### src/rtl/error_inject_ctrl.sv
// Serial-link error injector: deserialises WIDTH-bit frames from a data/strobe
// link, XORs a mode-selected error mask into chosen frames and re-serialises
// them one cycle after the last input bit. Keeps frame and error counters.
// Optional build macro ERRINJ_LFSR_EN gates the error mask with a
// pseudo-random WIDTH-bit Fibonacci LFSR that steps once per completed frame.
module error_inject_ctrl #(
   parameter int unsigned WIDTH = 7,
   parameter int unsigned CNT_W = 16
) (
   input  logic             clk,
   input  logic             rst,
   input  logic             data_in,
   input  logic             strobe_in,
   input  logic [1:WIDTH]   signal,
   input  logic [1:0]       mode,
   input  logic             arm,
   input  logic [CNT_W-1:0] period,
   output logic             data_out,
   output logic             strobe_out,
   output logic             armed,
   output logic [CNT_W-1:0] frame_cnt,
   output logic [CNT_W-1:0] err_cnt
);

   // Bit index runs 1..WIDTH; the same width also holds the TX bits-left count.
   localparam int unsigned IDX_W = $clog2(WIDTH + 1);

   localparam logic [IDX_W-1:0] IDX_FIRST = IDX_W'(1);
   localparam logic [IDX_W-1:0] IDX_LAST  = IDX_W'(WIDTH);
   localparam logic [IDX_W-1:0] TX_REST   = IDX_W'(WIDTH - 1);

   localparam logic [1:0] MODE_PASS     = 2'b00;
   localparam logic [1:0] MODE_ALWAYS   = 2'b01;
   localparam logic [1:0] MODE_ONESHOT  = 2'b10;
   localparam logic [1:0] MODE_PERIODIC = 2'b11;

   typedef enum logic {
      TX_IDLE = 1'b0,
      TX_SEND = 1'b1
   } tx_state_t;

   // Receive side
   logic [IDX_W-1:0] bit_idx;
   logic [1:WIDTH]   rx_reg;
   logic [1:WIDTH]   rx_frame_c;
   logic             frame_done_c;

   // Injection decision
   logic [1:WIDTH]   mask_c;
   logic [1:WIDTH]   eff_mask_c;
   logic [1:WIDTH]   tx_frame_c;
   logic [CNT_W-1:0] pcnt;
   logic [CNT_W-1:0] pcnt_nxt;
   logic [CNT_W-1:0] period_m1_c;
   logic             armed_nxt;

   // Transmit side
   tx_state_t        state;
   tx_state_t        state_nxt;
   logic [1:WIDTH]   tx_reg;
   logic [1:WIDTH]   tx_reg_nxt;
   logic [IDX_W-1:0] tx_left;
   logic [IDX_W-1:0] tx_left_nxt;
   logic             data_out_nxt;
   logic             strobe_out_nxt;

   // Bits arrive in order, so a shift register places bit 1 at the MSB end.
   assign frame_done_c = strobe_in && (bit_idx == IDX_LAST);
   assign rx_frame_c   = (rx_reg << 1) | WIDTH'(data_in);

   // Receive shift register and bit position within the current frame
   always_ff @(posedge clk or posedge rst) begin
      if (rst) begin
         rx_reg  <= '0;
         bit_idx <= IDX_FIRST;
      end else if (strobe_in) begin
         rx_reg  <= rx_frame_c;
         bit_idx <= frame_done_c ? IDX_FIRST : bit_idx + IDX_W'(1);
      end
   end

   // Period of zero is treated as one, i.e. inject on every frame.
   assign period_m1_c = (period == '0) ? '0 : period - CNT_W'(1);

   // Mode decision: mask for the completing frame, next pcnt and armed state
   always_comb begin
      mask_c    = '0;
      pcnt_nxt  = '0;
      armed_nxt = armed;
      case (mode)
         MODE_PASS: begin
            mask_c = '0;
         end
         MODE_ALWAYS: begin
            mask_c = signal;
         end
         MODE_ONESHOT: begin
            if (armed) begin
               mask_c = signal;
               if (frame_done_c) begin
                  armed_nxt = 1'b0;
               end
            end else if (arm) begin
               armed_nxt = 1'b1;
            end
         end
         MODE_PERIODIC: begin
            // >= rather than == so a shrunken period cannot strand pcnt above it
            if (pcnt >= period_m1_c) begin
               mask_c = signal;
            end else begin
               pcnt_nxt = pcnt + CNT_W'(1);
            end
         end
      endcase
   end

`ifdef ERRINJ_LFSR_EN
   // Maximal-length tap sets for common widths; other widths fall back to the top two bits.
   function automatic logic [31:0] lfsr_taps(input int unsigned w);
      case (w)
         2:       lfsr_taps = 32'h0000_0003;
         3:       lfsr_taps = 32'h0000_0006;
         4:       lfsr_taps = 32'h0000_000C;
         5:       lfsr_taps = 32'h0000_0014;
         6:       lfsr_taps = 32'h0000_0030;
         7:       lfsr_taps = 32'h0000_0060;
         8:       lfsr_taps = 32'h0000_00B8;
         9:       lfsr_taps = 32'h0000_0110;
         10:      lfsr_taps = 32'h0000_0240;
         11:      lfsr_taps = 32'h0000_0500;
         12:      lfsr_taps = 32'h0000_0E08;
         13:      lfsr_taps = 32'h0000_1C80;
         14:      lfsr_taps = 32'h0000_3802;
         15:      lfsr_taps = 32'h0000_6000;
         16:      lfsr_taps = 32'h0000_D008;
         default: lfsr_taps = 32'h0000_0003 << (w - 2);
      endcase
   endfunction

   localparam logic [WIDTH-1:0] LFSR_TAPS = WIDTH'(lfsr_taps(WIDTH));

   logic [WIDTH-1:0] lfsr;

   // Pseudo-random mask source, stepped once per completed input frame
   always_ff @(posedge clk or posedge rst) begin
      if (rst) begin
         lfsr <= '1;
      end else if (frame_done_c) begin
         lfsr <= {lfsr[WIDTH-2:0], ^(lfsr & LFSR_TAPS)};
      end
   end

   assign eff_mask_c = mask_c & lfsr;
`else
   assign eff_mask_c = mask_c;
`endif

   assign tx_frame_c = rx_frame_c ^ eff_mask_c;

   // Counters, periodic phase and one-shot arm flag
   always_ff @(posedge clk or posedge rst) begin
      if (rst) begin
         frame_cnt <= '0;
         err_cnt   <= '0;
         pcnt      <= '0;
         armed     <= 1'b0;
      end else begin
         armed <= armed_nxt;
         if (frame_done_c) begin
            frame_cnt <= frame_cnt + CNT_W'(1);
            pcnt      <= pcnt_nxt;
            if ((eff_mask_c != '0) && (err_cnt != '1)) begin
               err_cnt <= err_cnt + CNT_W'(1);
            end
         end
      end
   end

   // TX state register and registered serial outputs
   always_ff @(posedge clk or posedge rst) begin
      if (rst) begin
         state      <= TX_IDLE;
         tx_reg     <= '0;
         tx_left    <= '0;
         data_out   <= 1'b0;
         strobe_out <= 1'b0;
      end else begin
         state      <= state_nxt;
         tx_reg     <= tx_reg_nxt;
         tx_left    <= tx_left_nxt;
         data_out   <= data_out_nxt;
         strobe_out <= strobe_out_nxt;
      end
   end

   // TX next state: load on completion (bit 1 goes out next cycle), then shift out the rest
   always_comb begin
      state_nxt      = state;
      tx_reg_nxt     = tx_reg;
      tx_left_nxt    = tx_left;
      data_out_nxt   = 1'b0;
      strobe_out_nxt = 1'b0;
      if (frame_done_c) begin
         data_out_nxt   = tx_frame_c[1];
         strobe_out_nxt = 1'b1;
         tx_reg_nxt     = tx_frame_c << 1;
         tx_left_nxt    = TX_REST;
         state_nxt      = TX_SEND;
      end else begin
         case (state)
            TX_IDLE: begin
               state_nxt = TX_IDLE;
            end
            TX_SEND: begin
               if (tx_left != '0) begin
                  data_out_nxt   = tx_reg[1];
                  strobe_out_nxt = 1'b1;
                  tx_reg_nxt     = tx_reg << 1;
                  tx_left_nxt    = tx_left - IDX_W'(1);
               end else begin
                  state_nxt = TX_IDLE;
               end
            end
            default: begin
               state_nxt = TX_IDLE;
            end
         endcase
      end
   end

endmodule

### config.mk
export PLATFORM = sky130hd
export DESIGN_NAME = error_inject_ctrl
export DESIGN_NICKNAME = d
export VERILOG_FILES = /design/src/rtl/error_inject_ctrl.sv
export SDC_FILE = /design/constraint.sdc
export NUM_CORES = 1
export LEC_CHECK = 0
export CAP_MARGIN = 20
export CORE_MARGIN = 1
export CORE_UTILIZATION = 51
export CTS_BUF_LIST = sky130_fd_sc_hd__clkbuf_2 sky130_fd_sc_hd__clkbuf_4 sky130_fd_sc_hd__clkbuf_8
export DETAILED_ROUTE_END_ITERATION = 10
export HOLD_SLACK_MARGIN = 0.08
export PLACE_DENSITY = 0.85
export REMOVE_ABC_BUFFERS = 1
export SLEW_MARGIN = 20
export SYNTH_ARGS = -nofsm -noshare
export SYNTH_HDL_FRONTEND = slang
export SYNTH_SLANG_ARGS = --single-unit
### constraint.sdc
create_clock -name clk -period 2.7 [get_ports clk]
set_clock_uncertainty 0.2 [all_clocks]
set_input_delay 0.27 -clock clk [delete_from_list [all_inputs] [get_ports clk]]
set_output_delay 0.27 -clock clk [all_outputs]
set_load 0.02 [all_outputs]
==> Word level (Yosys, flattened, before mapping) <==
Index checks and enable logic that the tools add are counted.
{ "classes": {"add_sub_neg": 6, "mul": 0, "div_mod_pow": 0, "n_lt_le_gt_ge": 1, "eq_ne": 5, "n_shift": 0, "muxes": 24, "bitwise": 3, "n_reduce_logical": 10} }
{ "op_table": {"columns": ["op", "n"], "rows": [
  ["16-bit by 1-bit adder with 16-bit output, second input constant", 3],
  ["16-bit 2-to-1 mux", 3],
  ["7-bit 2-to-1 mux", 5],
  ["7-bit one-hot mux with 4 select lines", 1],
  ["16-bit greater-or-equal comparator", 1],
  ["16-bit logical NOT", 1],
  ["16-bit inequality test, second input constant", 1],
  ["16-bit by 1-bit subtractor with 16-bit output, second input constant", 1],
  ["3-bit 2-to-1 mux", 4],
  ["1-bit 2-to-1 mux", 10],
  ["7-bit by 1-bit OR with 7-bit output", 1],
  ["7-bit nonzero test", 1],
  ["7-bit bitwise XOR", 1],
  ["2-bit == test, second input constant", 2],
  ["2-bit AND reduction", 2],
  ["2-bit nonzero test", 2],
  ["3-bit by 1-bit adder with 3-bit output, second input constant", 1],
  ["3-bit == test, second input constant", 1],
  ["3-bit nonzero test", 1],
  ["3-bit by 1-bit subtractor with 3-bit output, second input constant", 1],
  ["2-bit by 1-bit == test with 1-bit output, second input constant", 1],
  ["1-bit logical AND", 2],
  ["2-bit logical NOT", 1],
  ["1-bit one-hot mux with 2 select lines", 1],
  ["1-bit NOT", 1]
]} }
{ "word_totals": {"ff_bits": 71, "latchBits": 0, "ram_bits": 0, "rom_bits": 0, "in_bits": 30, "out_inout_bits": 35, "word_cells": 60, "memories": 0} }

==> Logic depth before layout (Yosys ltp) <==
Gate-level depths: netlist (run 1).
{ "depth": {"depth_word": 8, "ltp_mapped": 15, "ltp_nobuf": 13} }

==> Worst setup path before layout (run 1) <==
Ideal clock, no wire load.
{ "synth_path": {"path_type": "input-to-reg", "from": "input period[9]", "to": "register err_cnt[1]", "setup_time_ps": 125, "arrival_time_ps": 3475, "setup_slack_ps": -1100, "stages": 13, "path_buffers": 1, "cell_sequence": "or3_1 -> or4_4 -> or4_4 -> nor3_2 -> a21oi_1 -> ha_1 -> and4_1 -> a31oi_1 -> o31ai_4 -> or3_1 -> buf_2 -> nand3_2 -> mux2_2"} }
{ "synth_between": {"elab_chain_cells": 8, "word_cells_on_any_way": 9, "classes_between": "1 x add/sub; 1 x order compare; 3 x mux; 4 x reduce/logical"} }
{ "synth_lines": {"columns": ["item", "line_no", "text"], "rows": [
  ["start, declared", "17", "input logic [CNT_W-1:0] period,"],
  ["16-bit by 1-bit subtractor with 16-bit output or 16-bit logical NOT (tied branches)", "83", "assign period_m1_c = (period == '0) ? '0 : period - CNT_W'(1);"],
  ["16-bit 2-to-1 mux *", "83", null],
  ["16-bit greater-or-equal comparator *", "109", "if (pcnt >= period_m1_c) begin"],
  ["7-bit 2-to-1 mux *", "109", null],
  ["7-bit one-hot mux with 4 select lines *", "90", "case (mode)"],
  ["7-bit nonzero test *", "173", "if ((eff_mask_c != '0) && (err_cnt != '1)) begin"],
  ["1-bit logical AND *", "173", null],
  ["2-bit AND reduction (no source line) *", null, null],
  ["end signal, assigned", "174", "err_cnt <= err_cnt + CNT_W'(1);"],
  ["end, declared", "22", "output logic [CNT_W-1:0] err_cnt"]
]} }
Every way passes the cells marked *; elsewhere a longest branch is shown, timed or not.
A chain may end at the register's enable or synchronous reset.

==> Worst setup path after layout (run 1) <==
{ "layout_path": {"from": "input period[7]", "to": "register pcnt[6]"} }
{ "layout_between": {"elab_chain_cells": 5, "word_cells_on_any_way": 6, "classes_between": "1 x add/sub; 1 x order compare; 3 x mux; 1 x reduce/logical"} }
{ "layout_lines": {"columns": ["item", "line_no", "text"], "rows": [
  ["16-bit by 1-bit subtractor with 16-bit output or 16-bit logical NOT (tied branches)", "83", null],
  ["16-bit 2-to-1 mux *", "83", null],
  ["16-bit greater-or-equal comparator *", "109", null],
  ["16-bit 2-to-1 mux *", "109", null],
  ["16-bit 2-to-1 mux *", "90", null],
  ["end signal, assigned", "172", "pcnt <= pcnt_nxt;"],
  ["end, declared", "52", "logic [CNT_W-1:0] pcnt;"]
]} }
Marks and branches as above.

==> impl_metrics.env, run 1 <==
export IMPL_finalHoldViolations=0
export IMPL_synthSimpleGateAreaFrac_pct=25.1
export IMPL_cap_violations=0
export IMPL_fin_total_pwr_uw=4020
export IMPL_cts_htree_levels=3
export IMPL_setup_viol=39
export IMPL_grt_overflow=0
export IMPL_violations="setup timing"
export IMPL_mappedNetlistArea_um2=4200
export IMPL_cts_tree="built"
export IMPL_arrival_ps=4010
export IMPL_cts_made_buffers=9
export IMPL_hold_buffers=0
export IMPL_ys_seq_area_share_pct=41.1
export IMPL_vias_per_cell=6.45
export IMPL_synth_most_common_cell="dfrtp_1"
export IMPL_synth_area_top_cells="dfrtp_1, ha_1, nand2_1"
export IMPL_avgSynthCellArea_um2=9.55
export IMPL_cp_startpoint="period[7]"
export IMPL_synth_top_family_by_area="simple AND/OR/NAND/NOR gates"
export IMPL_die_w_um=92.8
export IMPL_drive_above_1_share_pct=31.6
export IMPL_cts_sinks=69
export IMPL_portBuffers=64
export IMPL_diodes=0
export IMPL_startpoint_type="primary input"
export IMPL_synth_seq_cells=69
export IMPL_fin_crit_ps=3920
export IMPL_num_io_pins=65
export IMPL_hp_class="in2async"
export IMPL_seqPwrFrac_pct=36.5
export IMPL_reg_top3="err_cnt: 16 flops, frame_cnt: 16 flops, pcnt: 16 flops"
export IMPL_grt_pass1_wl_um=21000
export IMPL_yosys_warnings=0
export IMPL_synth_cell_types=55
export IMPL_netlist_area_leader_share_pct=40.5
export IMPL_rrSetupSlack_ps=-130
export IMPL_p_comb_share_pct=38.2
export IMPL_gr_usage_met1_pct=37.6
export IMPL_syn_inst=440
export IMPL_initial_core_util_pct=53.5
export IMPL_path_max_fanout=7
export IMPL_synth_xor_area_share_pct=9.59
export IMPL_timing_rr_start="pcnt[13]$_DFFE_PP0P_"
export IMPL_pwr_share_clk_pct=25.3
export IMPL_drt_total_wl_um=15100
export IMPL_dp_hpwl_um=8120
export IMPL_p_sw_share_pct=37.7
export IMPL_synth_adder_area_share_pct=7.44
export IMPL_track_usage_pct=31.6
export IMPL_grt_antenna_before_repair=0
export IMPL_yosysTopAreaCell="dfrtp_1"
export IMPL_criticalPathCategory="in2reg"
export IMPL_timing_final_ws_setup_ps=-1220
export IMPL_clk_pin_slew_ps=90
export IMPL_area_growth_pct=49.6
export IMPL_rsz0062_at_grt="true"
export IMPL_wire_per_inst_um=21.9
export IMPL_drc=0
export IMPL_grt_busiest_layer="met2"
export IMPL_reg2regPathDepth=8
export IMPL_p_int_uw=2510
export IMPL_vias=4435
export IMPL_grt_use_met2_pct=53.4
export IMPL_drtIter0Drc=469
export IMPL_post_route_period_util_pct=145
export IMPL_core_area_um2=7850
export IMPL_endpoint_kind="register"
export IMPL_power_switching_uw=1520
export IMPL_fin_util_pct=80.1
export IMPL_globalplace_congestion=0.875
export IMPL_synth_top_flop_cell="dfrtp_1"
export IMPL_rows=32
export IMPL_clk_latency_ps=370
export IMPL_die_y_um=92.8
export IMPL_antenna_left=0
export IMPL_synth_edf_count=0
export IMPL_muxShareOfSynthArea_pct=2.62
export IMPL_synth_compound_gate_area_share_pct=11.3
export IMPL_status="finished with violations"
export IMPL_clockRootBuffer="clkbuf_8"
export IMPL_worstMarginPinSlew_ps=648
export IMPL_power_density_nw_per_um2=640
export IMPL_fin_hold_ws_ps=94.6
export IMPL_die_area_um2=8610
export IMPL_clk_path_buf_depth=2
export IMPL_maxSlewHeadroom_pct=56.4
export IMPL_vdd_ir_drop_worst_uv=267
export IMPL_cp_data_required_time_ps=2790
export IMPL_drt_pass1_iterations=5
export IMPL_worstReg2RegEnd="pcnt[6]$_DFFE_PP0P_"
export IMPL_power_leakage_uw=0.00277
export IMPL_grt_max_degree=70
export IMPL_fmax_mhz=255
export IMPL_nNetsFinal=636
export IMPL_grt_pass1_vias=4265
export IMPL_use_met3_pct=7.14
export IMPL_slew_viol_final=0
export IMPL_synthTopCellsByCount="dfrtp_1, nand2_1, ha_1, nand3_1, xnor2_1"
export IMPL_synthArstFlopShare_pct=100
-- power groups by stage --
| stage | clock network, uW | logic [uW] | registers (uW) |
|---|---|---|---|
| finish | 1020 | 1540 | 1470 |
| global route | 1050 | 1650 | 1480 |
| CTS | 980 | 1350 | 1430 |
| detailed placement | 0 | 1230 | 1450 |
| global placement | 0 | 1160 | 1420 |
| floorplan | 0 | 620 | 1480 |
-- how the worst max path moves through the flow --
| stage | to | slack, ps | cells past startpoint |
|---|---|---|---|
| global placement | tx_reg[6]$_DFFE_PP0P_ | -1570 | 14 |
| global route | pcnt[6]$_DFFE_PP0P_ | -1300 | 17 |
| floorplan | err_cnt[1]$_DFFE_PP0P_ | -1260 | 12 |
| CTS | pcnt[8]$_DFFE_PP0P_ | -1090 | 14 |
| detailed placement | pcnt[6]$_DFFE_PP0P_ | -1680 | 14 |
| finish | pcnt[6]$_DFFE_PP0P_ | -1220 | 17 |
-- through the flow --
stage               TNS (ps)  worst slack [ps]  cells  cell area, um2
detailed placement    -58910             -1680    658            5420
global placement      -53730             -1570    658            5420
finish                -38530             -1220    688            6280
floorplan             -40140             -1260    426            4130
CTS                   -37100             -1090    680            5940
global route          -40890             -1300    688            6280
-- per-layer routing --
metal / vias to the layer above / part of all wire, % / routed length, um
met5: - / 0 / 0
met2: 319 / 49 / 7450
met4: 0 / 5.8 / 869
met3: 103 / 8.7 / 1320
li1: 1867 / - / -
met1: 2146 / 36 / 5430
-- area by class of cell --
cell class | count | area [um2]
multi-input combinational | 345 | 2810
tap | 102 | 128
timing repair buffer | 144 | 1350
fill | 432 | 1560
sequential | 69 | 1730
clock inverter | 7 | 104
inverter | 12 | 45.0
clock buffer | 9 | 124
-- critical path, stage by stage --
cell and delay (ps):
buf_6 90, or3_4 380, or4_4 440, buf_6 140
nor4_4 310, nand2_1 140, buf_6 170, nand2_4 80
ha_4 200, and3_4 170, o211ai_1 200, a31oi_2 140
buf_4 150, or3_4 420, buf_6 150, nor4_4 350
o21bai_4 200
-- cell families (layout without fill, tap and decap cells) --
family / Yosys count / count (layout)
compound gates: 69 / 69
simple gates: 195 / 195
flops: 69 / 69
fa+ha+maj: 25 / 25
buf+inv: 26 / 172
xor+xnor: 46 / 46
mux: 10 / 10
-- cell usage in the layout (no fill, tap or decap), types with 5 or more instances in the layout --
cell             instances
ha_1                    20
ha_4                     5
nor2_1                  20
a21o_1                   6
or3_1                    8
a31oi_1                  6
nand4_1                  9
buf_6                   13
nor4_1                   6
xnor2_1                 22
clkbuf_8                 9
a21oi_1                  8
o21ai_1                  5
mux2_2                   7
clkdlybuf4s50_1         58
inv_1                   11
a21oi_2                  7
nor4_4                   6
and3_1                  12
nor3_1                   9
o21ai_0                  8
nand2_1                 61
o21ai_2                 10
dfrtp_1                 68
buf_4                   62
xor2_1                  22
nand3_2                  7
nand3_1                 19
-- timing repair --
action / 4_1_cts / 5_1_grt
setup endpoints to repair: 39 / 40
gates cloned: 2 / 1
pin swaps: 34 / 47
setup buffers: 6 / 10
gates resized for setup: 61 / 67
(Power assumes the default switching activity.)
==> run 2, diff against run 1 <==
--- a/config.mk
+++ b/config.mk
@@ -7,11 +7,12 @@
 export LEC_CHECK = 0
 export CAP_MARGIN = 20
 export CORE_MARGIN = 1
-export CORE_UTILIZATION = 51
+export CORE_UTILIZATION = 55
 export CTS_BUF_LIST = sky130_fd_sc_hd__clkbuf_2 sky130_fd_sc_hd__clkbuf_4 sky130_fd_sc_hd__clkbuf_8
+export CTS_CLUSTER_SIZE = 8
 export DETAILED_ROUTE_END_ITERATION = 10
 export HOLD_SLACK_MARGIN = 0.08
-export PLACE_DENSITY = 0.85
+export PLACE_DENSITY = 0.87
 export REMOVE_ABC_BUFFERS = 1
 export SLEW_MARGIN = 20
 export SYNTH_ARGS = -nofsm -noshare
==> constraint.sdc (replaced) <==
create_clock -name clk -period 4.9 [get_ports clk]
set_clock_uncertainty 0.2 [all_clocks]
set_input_delay 0.49 -clock clk [delete_from_list [all_inputs] [get_ports clk]]
set_output_delay 0.49 -clock clk [all_outputs]
set_load 0.02 [all_outputs]
==> run 2 against run 1 <==
Compared with the run above: clock power is 50% lower; largest power group is now sequential cells; worst setup slack better by 1600 ps; the flow now finishes without violations; non-clock buffer count down 71; power shrank 53%; global-route usage is 5.4 points lower; first-iteration DRC count shrank 42%; combinational power is 62% lower; clock-buffer cell count did not move; register-to-register slack improved by 2100 ps; sequential share of layout area rose by 5.9 points; die area down 7.1%.
==> impl_metrics.env, run 2 (synthesized netlist as in run 1, its figures left out) <==
export IMPL_status="finished clean"
export IMPL_die_y_um=89.4
export IMPL_path_cells="clkdlybuf4s50_1, or3_1, or4_4, nor4_2, and3_1, mux2i_1, ha_1, and4_1, a31oi_1, o31ai_4, or3_1, nand3_2, mux2_2"
export IMPL_drt_total_wl_um=9700
export IMPL_mostFrequentLayoutCell="dfrtp_1"
export IMPL_reg_top3="err_cnt: 16 flops, frame_cnt: 16 flops, pcnt: 16 flops"
export IMPL_fillers=531
export IMPL_post_route_period_util_pct=92.1
export IMPL_finalHoldViolations=0
export IMPL_startpoint_type="primary input"
export IMPL_mostFrequentLayoutCells="dfrtp_1, nand2_1, clkdlybuf4s50_1"
export IMPL_die_w_um=89.4
export IMPL_setup_viol=0
export IMPL_vias_per_cell=5.98
export IMPL_clockRootBuffer="clkbuf_8"
export IMPL_drive_above_1_share_pct=10.9
export IMPL_drtIter0Drc=272
export IMPL_clk_latency_ps=340
export IMPL_initial_core_util_pct=57.3
export IMPL_grt_antenna_before_repair=0
export IMPL_cts_tree="built"
export IMPL_clk_path_buf_depth=2
export IMPL_arrival_ps=4550
export IMPL_criticalPathCategory="in2reg"
export IMPL_slowest_stage="or3_1"
export IMPL_vias=3671
export IMPL_postCtsSetupBuffers=0
export IMPL_drc=0
export IMPL_rows=31
export IMPL_track_usage_pct=26.2
export IMPL_fmax_mhz=222
export IMPL_grt_overflow=0
export IMPL_slew_viol_final=0
export IMPL_diodes=0
export IMPL_cts_sinks=69
export IMPL_wire_per_inst_um=15.8
export IMPL_fin_cells=614
export IMPL_portBuffers=64
export IMPL_cts_resized_gates=0
export IMPL_fin_setup_tns_ps=0
export IMPL_vdd_ir_drop_worst_uv=183
export IMPL_power_density_nw_per_um2=366
export IMPL_hold_buffers=0
export IMPL_cpMostUsedCell="or3_1"
export IMPL_drt_pass1_iterations=5
export IMPL_area_growth_pct=23.3
export IMPL_endpoint_kind="register"
export IMPL_fin_crit_ps=4510
export IMPL_dp_cells=598
export IMPL_antenna_left=0
export IMPL_dp_hpwl_um=7420
export IMPL_rsz0062_at_grt="false"
export IMPL_grt_max_degree=37
export IMPL_cts_htree_levels=3
export IMPL_path_max_fanout=8
export IMPL_maxSlewHeadroom_pct=52.1
export IMPL_nNetsFinal=565
export IMPL_cap_violations=0
export IMPL_globalplace_congestion=0.895
export IMPL_clk_pin_slew_ps=80
export IMPL_cts_made_buffers=9
export IMPL_core_area_um2=7330
export IMPL_worstMarginPinSlew_ps=712
export IMPL_max_stage_delay_ps=480
export IMPL_num_io_pins=65
export IMPL_hp_class="reg2reg"
export IMPL_fin_hold_ws_ps=268
export IMPL_grt_pass1_wl_um=16000
export IMPL_grt_pass1_vias=3569
export IMPL_power_leakage_uw=0.00225
export IMPL_cp_data_required_time_ps=4940
export IMPL_die_area_um2=7990
run 2: cell count changes in the layout (fill, tap and decap cells not counted), moves of 6 or more:
cell / change
buf_4: -53
buf_6: -13
o21ai_0: +12
o21ai_2: -10
clkdlybuf4s50_1: +6
nand3_1: +6
nor4_4: -6
run 2: per-stage QoR:
step / total power [uW] / setup slack (ps) / utilization (%) / instance area [um2]
after floorplan: 1160 / 716 / - / 4130
after CTS: 1910 / 440 / 70.7 / 5180
after global placement: 1350 / 244 / 67.7 / 4960
final: 1900 / 388 / 70.7 / 5180
after detailed placement: 1390 / 73.2 / 67.7 / 4960
after global routing: 2020 / 172 / 70.7 / 5180
run 2: area by class of cell:
type	instances	area, um2	share of cell area [%]
inverters	12	45.0	0.869
flip-flops and latches	69	1730	33.3
multi-input cells	345	2350	45.4
repair buffers	73	708	13.7
well taps	99	124	2.39
clock inverters	7	97.6	1.88
clock buffers	9	124	2.39
run 2: worst max-delay path, delay by kind of cell:
kind                     cells  cell delay (ps)
multiplexers                 2              580
AND/OR/NAND/NOR              7             2220
buffers and inverters        1              470
adder cells (fa/ha/maj)      1              300
AO/OA/AOI/OAI                2              500
run 2: power by group:
group,switching (uW),total (uW),internal (uW)
sequential,110,794,684
combinational,318,592,274
clock,223,511,288
total,652,1900,1250
run 2: path summary, 6_finish.rpt:
check                      cells after the start                 startpoint  slack (ps)                        end
min in group asynchronous                      2                        rst         390     err_cnt[3]$_DFFE_PP0P_
max in group asynchronous                      3                        rst        3170     bit_idx[0]$_DFFE_PP1P_
min                                            1  frame_cnt[15]$_DFFE_PP0P_         270  frame_cnt[15]$_DFFE_PP0P_
max                                           13                  period[7]         390     err_cnt[1]$_DFFE_PP0P_
min reg2reg                                    1  frame_cnt[15]$_DFFE_PP0P_         270  frame_cnt[15]$_DFFE_PP0P_
max reg2reg                                    8     bit_idx[0]$_DFFE_PP1P_        1920    err_cnt[15]$_DFFE_PP0P_
run 2: metal layers:
| layer | vias to the layer above | routed length (um) | global-route usage (%) |
|---|---|---|---|
| li1 | 1716 | - | - |
| met1 | 1788 | 4090 | 32.2 |
| met2 | 151 | 4890 | 45.0 |
| met3 | 16 | 600 | 6.19 |
| met4 | 0 | 127 | 9.38 |
| met5 | - | 0 | 0 |
